--- src/rtl/uart_tx_arbiter.sv ---
// Two-requester round-robin front end for a byte-wide UART transmitter.
// Issues one byte per handshake, then tracks the transmitter's busy flag with a start timeout.
module uart_tx_arbiter #(
   parameter int         BUSY_TIMEOUT = 16,
   parameter logic [2:0] BAUD_RESET   = 3'd7
) (
   input  logic       clk,
   input  logic       reset,
   input  logic       enable,
   input  logic       req0,
   input  logic       req1,
   input  logic [7:0] data0,
   input  logic [7:0] data1,
   output logic       ack0,
   output logic       ack1,
   input  logic [2:0] baud_cfg,
   input  logic       baud_cfg_wr,
   input  logic       clear_err,
   input  logic       Tx_BUSY,
   output logic [7:0] Tx_DATA,
   output logic       Tx_WR,
   output logic       Tx_EN,
   output logic [2:0] baud_select,
   output logic       grant,
   output logic       busy,
   output logic       timeout_err
);

   typedef enum logic [1:0] {
      IDLE       = 2'd0,
      ISSUE      = 2'd1,
      WAIT_START = 2'd2,
      WAIT_END   = 2'd3
   } state_t;

   localparam logic [4:0] TIMEOUT_CNT = 5'(BUSY_TIMEOUT);

   state_t     state_q, state_d;
   logic [4:0] cnt_q, cnt_d;
   logic [7:0] tx_data_q, tx_data_d;
   logic       tx_wr_q, tx_wr_d;
   logic       ack0_q, ack0_d;
   logic       ack1_q, ack1_d;
   logic       tx_en_q, tx_en_d;
   logic [2:0] baud_q, baud_d;
   logic       grant_q, grant_d;
   logic       busy_q, busy_d;
   logic       err_q, err_d;

   logic       arb_go;
   logic       winner;
   logic [4:0] cnt_inc;

   always_comb begin
      // On a tie the requester that did not win last time goes next.
      winner  = (req0 & req1) ? ~grant_q : ~req0;
      arb_go  = (state_q == IDLE) & enable & ~Tx_BUSY & (req0 | req1);
      cnt_inc = cnt_q + 5'd1;

      state_d   = state_q;
      cnt_d     = cnt_q;
      tx_data_d = tx_data_q;
      tx_wr_d   = 1'b0;
      ack0_d    = 1'b0;
      ack1_d    = 1'b0;
      tx_en_d   = enable;
      baud_d    = baud_q;
      grant_d   = grant_q;
      err_d     = err_q & ~clear_err;

      case (state_q)
         IDLE: begin
            if (arb_go) begin
               state_d   = ISSUE;
               tx_data_d = winner ? data1 : data0;
               tx_wr_d   = 1'b1;
               ack0_d    = ~winner;
               ack1_d    = winner;
               grant_d   = winner;
            end else if (baud_cfg_wr) begin
               baud_d = baud_cfg;
            end
         end
         ISSUE: begin
            state_d = WAIT_START;
            cnt_d   = 5'd0;
         end
         WAIT_START: begin
            if (!enable) begin
               state_d = IDLE;
               cnt_d   = 5'd0;
            end else if (Tx_BUSY) begin
               state_d = WAIT_END;
               cnt_d   = 5'd0;
            end else if (cnt_inc == TIMEOUT_CNT) begin
               // Set has priority over a simultaneous clear_err.
               err_d   = 1'b1;
               state_d = IDLE;
               cnt_d   = 5'd0;
            end else begin
               cnt_d = cnt_inc;
            end
         end
         WAIT_END: begin
            if (!enable || !Tx_BUSY) begin
               state_d = IDLE;
            end
         end
         default: begin
            state_d = IDLE;
            cnt_d   = 5'd0;
         end
      endcase

      busy_d = (state_d != IDLE);
   end

   always_ff @(posedge clk or negedge reset) begin
      if (!reset) begin
         state_q   <= IDLE;
         cnt_q     <= 5'd0;
         tx_data_q <= 8'h00;
         tx_wr_q   <= 1'b0;
         ack0_q    <= 1'b0;
         ack1_q    <= 1'b0;
         tx_en_q   <= 1'b0;
         baud_q    <= BAUD_RESET;
         grant_q   <= 1'b1;
         busy_q    <= 1'b0;
         err_q     <= 1'b0;
      end else begin
         state_q   <= state_d;
         cnt_q     <= cnt_d;
         tx_data_q <= tx_data_d;
         tx_wr_q   <= tx_wr_d;
         ack0_q    <= ack0_d;
         ack1_q    <= ack1_d;
         tx_en_q   <= tx_en_d;
         baud_q    <= baud_d;
         grant_q   <= grant_d;
         busy_q    <= busy_d;
         err_q     <= err_d;
      end
   end

   assign Tx_DATA     = tx_data_q;
   assign Tx_WR       = tx_wr_q;
   assign ack0        = ack0_q;
   assign ack1        = ack1_q;
   assign Tx_EN       = tx_en_q;
   assign baud_select = baud_q;
   assign grant       = grant_q;
   assign busy        = busy_q;
   assign timeout_err = err_q;

endmodule

--- config.mk ---
export PLATFORM = sky130hd
export DESIGN_NAME = uart_tx_arbiter
export DESIGN_NICKNAME = d
export VERILOG_FILES = /design/src/rtl/uart_tx_arbiter.sv
export SDC_FILE = /design/constraint.sdc
export NUM_CORES = 1
export LEC_CHECK = 0
export CAP_MARGIN = 20
export CORE_AREA = 2 2 55 57
export CTS_CLUSTER_DIAMETER = 120
export DETAILED_ROUTE_END_ITERATION = 10
export DIE_AREA = 0 0 57 59
export GPL_ROUTABILITY_DRIVEN = 0
export GPL_TIMING_DRIVEN = 0
export PLACE_DENSITY = 0.79
export SLEW_MARGIN = 20
export SYNTH_ARGS = -nofsm -noshare
export SYNTH_HDL_FRONTEND = slang
export SYNTH_SLANG_ARGS = --single-unit
--- constraint.sdc ---
create_clock -name clk -period 4 [get_ports clk]
set_input_delay 1.2 -clock clk [delete_from_list [all_inputs] [get_ports clk]]
set_output_delay 1.2 -clock clk [all_outputs]
set_load 0.02 [all_outputs]
==> impl_results.md <==
- Status: finished clean
- Crit-path leading delay family: buffers and inverters
- Area growth from synthesis to layout: 41.73%
- CP Capture Type: output port
- Initial antenna violation count: 0
- Total CTS buffers: 3
- Min Hold Slack: 0.5057 ns
- # hold bufs at CTS: 0
- Drt first pass iters: 7
- Cell area power density: 590.6 nW/um^2
- Post-synth EDFFs: 0
- Cell Area, Placed: 1682 um^2
- Minimum period implied by the final worst setup slack: 2.692 ns
- Main synth FF type: dfrtp_1
- Resize count post-CTS: 0
- Vias in the first global route: 1,042
- Slew Limit Fails: 0
- Die Footprint: 3363 um^2
- Part of the Yosys area used for sequential elements: 52.45%
- Share of cells above drive strength 1: 14.29%
- CP Launch Type: flop
- Final Setup Violations: 0
- Drt drc: 0
- Clock transition at path regs: 0.14 ns
- Setup Skew: 0.007115 ns
- Ports: 45
- Slowest CP cell: clkdlybuf4s50_1
- Core ar.: 2710 um^2
- Worst vdd ir: 0.0004433 V
- Req. time, crit path: 2.80 ns
- Setup TNS: 0 ns
- Yosys Warn Count: 0
- Syn Nets: 137
- Clock sinks: 25
- Met3 wire length: 115 um
- Crit path max fanout: 3
- First-pass GRT wire length: 4747 um
- Worst-skew pair later-pin latency: 0.32 ns
- Hpwl dp: 2206 um
- Postcts setup bufs: 0
- DR iter-0 viols: 73
- Syn Inst Count: 106
- IO Port Bufs: 44
- Asr flop ratio synth: 100.0%
- RSZ-0062 raised after global routing: false
- Depth of the CTS H-tree: 1
- Power after layout: 1007 uW
- Cell leakage power: 0.0007798 uW
- Drt wl/cell: 15.57 um
- Die width: 57 um
- Netlist Area Pre-Place: 1202 um^2
- Via count: 1,017
- Slew @ Worst Pin: 0.5451 ns
- Slew headroom: 63.66%
- Average instance area after synthesis: 11.34 um^2
- Chip Height: 59 um
- Yosys reg bits: 25
- Wirelength, routed: 2881 um
- Fill count: 246
- Worst path arrival time: 1.49 ns
- Final Hold Fails: 0
- CTS Root Buffer Type: clkbuf_4
- Distinct cells, synth: 32
- Highest clock rate: 371.5 MHz
- Crit-path cells: clkdlybuf4s50_1
- Max layer used: met4
- Max stage delay on crit path: 0.61 ns
- Total GRT Usage: 18.23%
- CTS tree: done
- Met1 WL: 1214 um
- Max Cap Viol: 0
- Number of diodes: 0
- Pin count of the biggest net entering global routing: 26
- Worst Path Class, Setup: reg -> out
- Period Utilization, post-route: 67.30%
- Residual overflow from global routing: 0
- Nets: 186
- Final Cell Area: 1704 um^2
- Initial core utilization: 44.37%
- Crit path buf inv count: 1
- Hold Crit Class: reg -> reg
- ANT nets after route: 0
- Vias per cell: 5.497
- Num rows: 19
- CTS Buffer Depth: 2
- Met2 routed WL: 1493 um
[cell usage after synthesis, drive strengths merged (3+ instances only)]
library cell,n,area (um^2)
nand3,5,25.02
nand2b,4,25.02
dfstp,4,105.1
inv,14,52.55
o21ai,7,35.03
mux2,3,33.78
a222oi,8,80.08
nor2,4,17.52
dfrtp,21,525.5
nand2,8,30.03
ha,4,50.05
[per-layer routing]
metal,track usage [%],vias up
li1,-,482
met1,23.87,493
met2,30.54,36
met3,2.620,6
met4,7.641,0
met5,0,-
[final cells by class]
type	instances	area, um^2	share of cell area [%]
Buffer	2	22.52	1.322
Clock buffer	3	22.52	1.322
Clock inverter	1	5.005	0.2937
Inverter	14	52.55	3.084
Multi-Input combinational cell	65	496.7	29.15
Sequential cell	25	630.6	37.00
Tap cell	31	38.79	2.276
Timing Repair Buffer	44	435.4	25.55
[layout by cell type (no fill, tap or decap), types with 2 or more instances in the layout]
master	netlist	layout
o21ai_1	4	4
ha_1	4	4
nand3_1	5	5
dfstp_2	4	4
o21ai_0	3	3
clkdlybuf4s50_1	0	43
nor2_1	3	3
mux2_2	3	3
buf_6	2	2
nand4_1	2	2
a222oi_1	8	8
nand2_1	8	8
nand2b_1	4	4
mux2i_1	2	2
clkbuf_4	0	3
o31ai_1	2	2
dfrtp_1	21	21
o22ai_1	2	2
inv_1	14	14
[state kept, by name (all words and copies together) (netlist names)]
signal,count
ack0,1
Tx_WR,1
busy,1
timeout_err,1
baud_select,3
cnt_q,5
Tx_EN,1
grant,1
Tx_DATA,8
ack1,1
state_q,2
[logic make-up (layout without fill, tap and decap cells)]
group | count (synthesis) | after routing | share of synthesized area, %
AOI/OAI and AO/OA | 28 | 28 | 18.73
and+or+nand+nor | 28 | 28 | 13.94
DFF | 25 | 25 | 52.44
buffers and inverters | 16 | 64 | 6.243
muxes | 5 | 5 | 4.474
adders and majority gates | 4 | 4 | 4.162
[final timing paths]
kind                       slack, ns              to  startpoint  cells after the start
max                             1.31           grant       grant                      1
min                             0.51      Tx_DATA[1]  Tx_DATA[1]                      2
max reg2reg                     2.36      Tx_DATA[6]  state_q[0]                      6
min reg2reg                     0.51      Tx_DATA[1]  Tx_DATA[1]                      2
max in group asynchronous       2.78  baud_select[2]       reset                      1
min in group asynchronous       0.85      Tx_DATA[0]       reset                      1
[stage by stage]
| step | setup slack [ns] | utilization (%) | instances |
|---|---|---|---|
| after CTS | 1.297 | 63.07 | 185 |
| after detailed placement | 1.166 | 62.05 | 181 |
| after floorplan | 1.936 | - | 106 |
| final | 1.308 | 62.88 | 185 |
| after global routing | 1.261 | 62.88 | 185 |
| after global placement | 1.251 | 62.05 | 181 |
[where the power goes]
part | total, uW | internal, uW | switching, uW
clock network | 113 | 37.4 | 75.1
registers | 404 | 349 | 55.7
logic | 490 | 237 | 253
total | 1010 | 623 | 384
Note: power is estimated with default switching activity, not from simulation.
